### config.mk
export PLATFORM = sky130hd
export DESIGN_NAME = uart_tx_arbiter
export DESIGN_NICKNAME = d
export VERILOG_FILES = /design/src/rtl/uart_tx_arbiter.sv
export SDC_FILE = /design/constraint.sdc
export NUM_CORES = 1
export LEC_CHECK = 0
export CAP_MARGIN = 40
export CORE_AREA = 2 2 57 59
export DETAILED_ROUTE_END_ITERATION = 6
export DIE_AREA = 0 0 59 61
export PLACE_DENSITY_LB_ADDON = 0.08
export REMOVE_ABC_BUFFERS = 1
export SLEW_MARGIN = 20
export SYNTH_ARGS = -nofsm -noshare
export SYNTH_HDL_FRONTEND = slang
export SYNTH_SLANG_ARGS = --single-unit
### constraint.sdc
create_clock -name clk -period 3.8 [get_ports clk]
set_clock_uncertainty 0.1 [all_clocks]
set_input_delay 0.76 -clock clk [delete_from_list [all_inputs] [get_ports clk]]
set_output_delay 0.76 -clock clk [all_outputs]
set_load 0.05 [all_outputs]
### src/rtl/uart_tx_arbiter.sv
// uart_tx_arbiter: message-level round-robin arbiter feeding bytes to a single uart_tx serializer.
// Ports: clk/rst_n (async active-low); req_valid/req_last/req_data = NUM_REQ byte lanes;
//   req_ack/grant = per-lane accept pulse and one-hot owner; tx_start/tx_byte/tx_done = uart_tx handshake;
//   busy = not IDLE; timeout_abort = grant revoked after a stalled message.
// Optional feature: define ARB_TIMEOUT_EN to revoke a grant after TIMEOUT_CYCLES idle cycles in HOLD.
module uart_tx_arbiter #(
  parameter int NUM_REQ        = 2,
  parameter int TIMEOUT_CYCLES = 1_000_000
) (
  input  logic                 clk,
  input  logic                 rst_n,
  input  logic [NUM_REQ-1:0]   req_valid,
  input  logic [NUM_REQ-1:0]   req_last,
  input  logic [NUM_REQ*8-1:0] req_data,
  output logic [NUM_REQ-1:0]   req_ack,
  output logic [NUM_REQ-1:0]   grant,
  output logic                 tx_start,
  output logic [7:0]           tx_byte,
  input  logic                 tx_done,
  output logic                 busy,
  output logic                 timeout_abort
);
  localparam int IW = $clog2(NUM_REQ);

  if (NUM_REQ < 2 || NUM_REQ > 4 || TIMEOUT_CYCLES < 2) begin : g_bad_cfg
    $error("uart_tx_arbiter: NUM_REQ must be 2..4 and TIMEOUT_CYCLES >= 2");
  end

  typedef enum logic [1:0] {IDLE, BUSY, HOLD} state_t;

  state_t             r_state;
  logic [IW-1:0]      r_ptr;
  logic [IW-1:0]      r_owner;
  logic [NUM_REQ-1:0] r_grant;
  logic [NUM_REQ-1:0] r_ack;
  logic               r_start;
  logic [7:0]         r_byte;
  logic               r_busy;
  logic               r_msg_end;
  logic [IW-1:0]      w_win;
  logic [IW-1:0]      w_idx;
  logic [7:0]         w_lane [NUM_REQ];
  logic               w_issue;

  always_comb begin
    for (int i = 0; i < NUM_REQ; i++) w_lane[i] = req_data[8*i +: 8];
  end

  // Scan from farthest to nearest so the lane closest after r_ptr is written last and wins.
  always_comb begin
    w_win = '0;
    w_idx = '0;
    for (int k = NUM_REQ; k >= 1; k--) begin
      w_idx = IW'((32'(r_ptr) + k) % NUM_REQ);
      if (req_valid[w_idx]) w_win = w_idx;
    end
  end

  // Next byte of the owned message goes out on tx_done (not last) or when a stalled owner returns.
  assign w_issue = (r_state == HOLD || (r_state == BUSY && tx_done && !r_msg_end)) && req_valid[r_owner];

`ifdef ARB_TIMEOUT_EN
  localparam int CW = $clog2(TIMEOUT_CYCLES);
  logic [CW-1:0] r_cnt;
  logic          r_abort;
  assign timeout_abort = r_abort;
`else
  assign timeout_abort = 1'b0;
`endif

  always_ff @(posedge clk or negedge rst_n) begin
    if (!rst_n) begin
      r_state   <= IDLE;
      r_ptr     <= IW'(NUM_REQ - 1);
      r_owner   <= '0;
      r_grant   <= '0;
      r_ack     <= '0;
      r_start   <= 1'b0;
      r_byte    <= 8'h00;
      r_busy    <= 1'b0;
      r_msg_end <= 1'b0;
`ifdef ARB_TIMEOUT_EN
      r_cnt     <= '0;
      r_abort   <= 1'b0;
`endif
    end else begin
      r_start <= 1'b0;
      r_ack   <= '0;
`ifdef ARB_TIMEOUT_EN
      r_abort <= 1'b0;
      r_cnt   <= '0;
`endif
      if (w_issue) begin
        r_start   <= 1'b1;
        r_ack     <= r_grant;
        r_byte    <= w_lane[r_owner];
        r_msg_end <= req_last[r_owner];
        r_state   <= BUSY;
      end
      case (r_state)
        IDLE: if (|req_valid) begin
          r_owner   <= w_win;
          r_grant   <= NUM_REQ'(1) << w_win;
          r_ack     <= NUM_REQ'(1) << w_win;
          r_start   <= 1'b1;
          r_byte    <= w_lane[w_win];
          r_msg_end <= req_last[w_win];
          r_busy    <= 1'b1;
          r_state   <= BUSY;
        end
        BUSY: if (tx_done && r_msg_end) begin
          r_grant <= '0;
          r_ptr   <= r_owner;
          r_busy  <= 1'b0;
          r_state <= IDLE;
        end else if (tx_done && !req_valid[r_owner]) r_state <= HOLD;
        HOLD: begin
`ifdef ARB_TIMEOUT_EN
          if (!req_valid[r_owner] && r_cnt == CW'(TIMEOUT_CYCLES - 1)) begin
            r_grant <= '0;
            r_abort <= 1'b1;
            r_ptr   <= r_owner;
            r_busy  <= 1'b0;
            r_state <= IDLE;
          end else if (!req_valid[r_owner]) r_cnt <= r_cnt + 1'b1;
`endif
        end
        default: r_state <= IDLE;
      endcase
    end
  end

  assign grant    = r_grant;
  assign req_ack  = r_ack;
  assign tx_start = r_start;
  assign tx_byte  = r_byte;
  assign busy     = r_busy;
endmodule
======== Word level (Yosys, flattened, before mapping) ========
Cells that the tools add are included.
word-level totals
  memories ................................ 0
  latch bits .............................. 0
  ROM bits ................................ 0
  register bits after elaboration ......... 19
  bits in writable memories ............... 0
cells by class
  add/sub/neg operators ................... 2
  mux-type cells .......................... 41
  equality and inequality tests ........... 4
  reduce and logical (&&, ||, !) cells .... 14
  $lt $le $gt $ge ......................... 6
  bitwise logic cells ..................... 2
  shift operators ......................... 1
  $mul .................................... 0
  div/mod/pow operators ................... 0
operator list
  cell                                                         count
  two-way mux 8 bit                                            9
  two-way mux 1 bit                                            20
  two-way mux 2 bit                                            9
  less-than comparator 1 x 2 -> 1 bit (second input constant)  4
  case mux 2 bit (3 select lines)                              1
  logical AND 1 bit                                            5
  >= comparator 2 bit (second input constant)                  2
  inverter 1 -> 2 bit                                          2
  case mux 2 bit (2 select lines)                              1
  AND reduction 2 bit                                          2
  AND reduction 3 bit                                          1
  adder 1 bit (second input constant)                          2
  equality test 2 x 1 -> 1 bit (second input constant)         1
  equality test 2 bit (second input constant)                  1
  logical NOT 1 bit                                            2
  logical NOT 2 bit                                            1
  != test 2 x 1 -> 1 bit (second input constant)               1
  != test 2 bit (second input constant)                        1
  case mux 1 bit (2 select lines)                              1
  nonzero test 2 bit                                           1
  OR reduction 2 bit                                           1
  << shifter 1 x 1 -> 2 bit (first input constant)             1
  logical OR 1 bit                                             1

======== Depth between registers and ports, before layout ========
  depth in word-level cells ............... 11
  depth in mapped cells ................... 5
  gate-level depth less buffers ........... 4

======== Worst setup path before layout ========
No wires, ideal clock.
  path type ............................... input-to-reg
  start point ............................. input req_valid[0]
  end point ............................... register r_msg_end
  stages .................................. 4
  slack ................................... 2.016 ns
  setup time .............................. 0.064 ns
  buffers on the path ..................... 0
  required time ........................... 3.636 ns
  arrival ................................. 1.619 ns
  cells stage by stage .................... or3b_1 -> a21oi_4 -> o21bai_1 -> a211o_1
between the ends
  longest elaborated chain between the ends .. 8
  elaborated cells between the ends (all ways) .. 15
  those cells by class .................... mux: 13; reduce/logical: 2
ends and longest elaborated chain
  item                                                   RTL line  source
  from (decl)                                            12        input logic [NUM_REQ-1:0] req_valid,
  two-way mux 1 bit (not written as such) (2 in series)  55        if (req_valid[w_idx]) w_win = w_idx;
  two-way mux 1 bit (2 in series)                        55
  two-way mux 1 bit (not written as such) (2 in series)  107       r_msg_end <= req_last[w_win];
  two-way mux 1 bit                                      101       IDLE: if (|req_valid) begin
  two-way mux 1 bit (*)                                  100       case (r_state)
  to (signal assigned)                                   97        r_msg_end <= req_last[r_owner];
  to (signal assigned)                                   107
  to (decl)                                              39        logic r_msg_end;
Every way passes the cells marked *; elsewhere a longest branch is shown, timed or not. The select of a mux whose other input is x is not followed.
A chain may end at the register's enable or synchronous reset.

======== Final worst setup path ========
  start point ............................. register r_grant[1], in the netlist grant[1]
  end point ............................... output grant[1]
RTL lines
  item                    RTL line  source
  from (decl)             34        logic [NUM_REQ-1:0] r_grant;
  from (signal assigned)  103       r_grant <= NUM_REQ'(1) << w_win;
  to (decl)               16        output logic [NUM_REQ-1:0] grant,
No word-level cell between the ends.

==> run metrics <==
status=finished, final reports clean; remaining global-route overflow=0; kind of critical path=register to output pin; wire length per cell=13.7 um; Fin. Hold Viols=0; Synth Flop Type=dfrtp_1; worst-margin pin slew=0.650 ns; detailed-route vias per instance=5.37; Post-Syn Area=1020 um2; CP max stage cell=clkdlybuf4s50_1; Worst Hold Class=register to register; dominant cell type by area after synthesis=dfrtp_1; fin crit share=61.9%; Final ANT Viol Nets=0; Root Driver=clkbuf_4; Area growth syn-to-layout=41.3%; Peak Freq=425 MHz; Detailed Place HPWL=1660 um; number of buffers created by CTS=3; count of input and output buffers=36; largest net degree at the start of global routing=22; first-pass GRT wire length=3820 um; Crit Path Max Fanout=3; clock tree from TritonCTS=done; CORE AREA=about 3000 um2; synth top area cells=dfrtp_1, mux2i_1, a22oi_1; synthesized instance count=97; Clk Latency, worst-skew pair=~0.30 ns; Largest stage delay, worst path=0.81 ns; post-cts sizing count=0; total power=1.20 mW; crit-path leading delay family=buffers and inverters; DR iter-0 viols=27; die outline width=59 um; Max-cap violations=0; Seq/Total Area, Yosys=46.7%; Critical Path AT=1.49 ns; Tmin final=2.35 ns; CTS Buffer Depth=2; Post-synth EDFFs=0; Synth async-reset ratio=100%; Max VDD drop=0.000268 V; GRT Total Usage=14.3%; PnR worst setup slack=between 1 and 1.5 ns; final core utilization=roughly half; final setup fails=0; most common cell in the synthesized netlist=dfrtp_1; most common library cells after synthesis=dfrtp_1, mux2i_1, a22oi_1, nand3_1, o211ai_1; Max transition margin=56.6%; RSZ-0062 raised after global routing=no; Yosys Warn Count=0; share of layout cells above drive strength 1=9.02%; Chip Height=61 um; Setup TNS=0 ns; routability congestion estimate=around 0.71; Die Area=3600 um2; Setup Fix Bufs, Post-CTS=0; Initial Util=34.5%; Num Clock Sinks=19; Leak Pwr=between 0.6 and 0.7 nW; WHS=0.398 ns; post-synthesis cell type count=34; CP Capture Type=output pin; hold-fix buffers at CTS=0; crit path launch type=register; drt pass-1 iters=4; Seq cells post-synth=19; CP bufs+invs=1; PwrDens=835 nW/um2; Mean Syn Cell Area=10.5 um2; vias in the first global route=838; clock transition at the registers of the reported paths=0.11 ns; Vias=891; cell chain of the critical path=clkdlybuf4s50_1; Place WS=about 1.2 ns; Slew Viols, Final=0; initial antenna violation count=0; H-tree levels=1; Worst Path Required=between 2 and 3 ns; DRT Wirelength=around 2300 um; Rows=20; area share of the largest cell type after synthesis=44.2%; I/O Pins=38; DR DRC count=0; Antenna Cells=0; fin nets=157
registers in the layout, indices dropped and copies added (netlist names):
signal / flops
r_ptr: 1
r_msg_end: 1
req_ack: 2
r_owner: 1
busy: 1
tx_start: 1
tx_byte: 8
grant: 2
r_state: 2
per-layer routing:
metal  wire [um]  global-route usage [%]  vias to the layer above
met5           0                       0                        -
met4          18                    6.82                        0
met3         123                    2.56                        2
met2        1080                    23.2                       28
met1        1050                    18.6                      424
li1            -                       -                      437
final timing paths:
kind	from	end	slack (ns)	cells past startpoint
min	busy	busy	0.40	1
min reg2reg	busy	busy	0.40	1
max reg2reg	r_owner	r_msg_end	1.67	4
min in group asynchronous	rst_n	busy	0.58	1
max	grant[1]	grant[1]	1.45	1
max in group asynchronous	rst_n	grant[0]	2.63	2
layout make-up:
class	instances	area, um2
Clock buffer	3	22.5
Clock inverter	1	5.00
Fill cell	300	1510
Inverter	4	15.0
Multi-Input combinational cell	68	498
Sequential cell	19	477
Tap cell	33	41.3
Timing Repair Buffer	38	383
placed cells by master, fill, tap and decap left out, types with 2 or more instances in the layout:
cell             Yosys  final
dfrtp_1             18     18
a211o_1              2      2
clkdlybuf4s50_1      0     36
a31o_1               2      2
clkbuf_4             0      3
nand3_1              8      8
nor2_1               7      7
mux2i_1              9      9
nand2_1              5      5
o21bai_1             2      2
a22oi_1              8      8
inv_1                3      3
o211ai_1             8      8
cell families (layout without fill, tap and decap cells):
kind of cell,count (synthesis),count (layout),share of synthesized area [%]
compound gates,33,33,26.7
buf+inv,10,46,4.42
flops,19,19,46.7
mux,10,10,10.2
other cells,1,1,0.368
simple gates,24,24,11.5
through the flow:
stage	area [um2]	std cells
floorplan	990	91
global placement	1400	161
detailed placement	1410	162
CTS	1440	166
global route	1440	166
finish	1440	166
power by group:
group | switching [mW] | internal (mW) | leakage, nW
clock | 0.0619 | 0.0391 | 0.0177
sequential | 0.0937 | 0.299 | 0.232
combinational | 0.424 | 0.286 | 0.352
No activity file was read; power rests on OpenSTA's default activity.
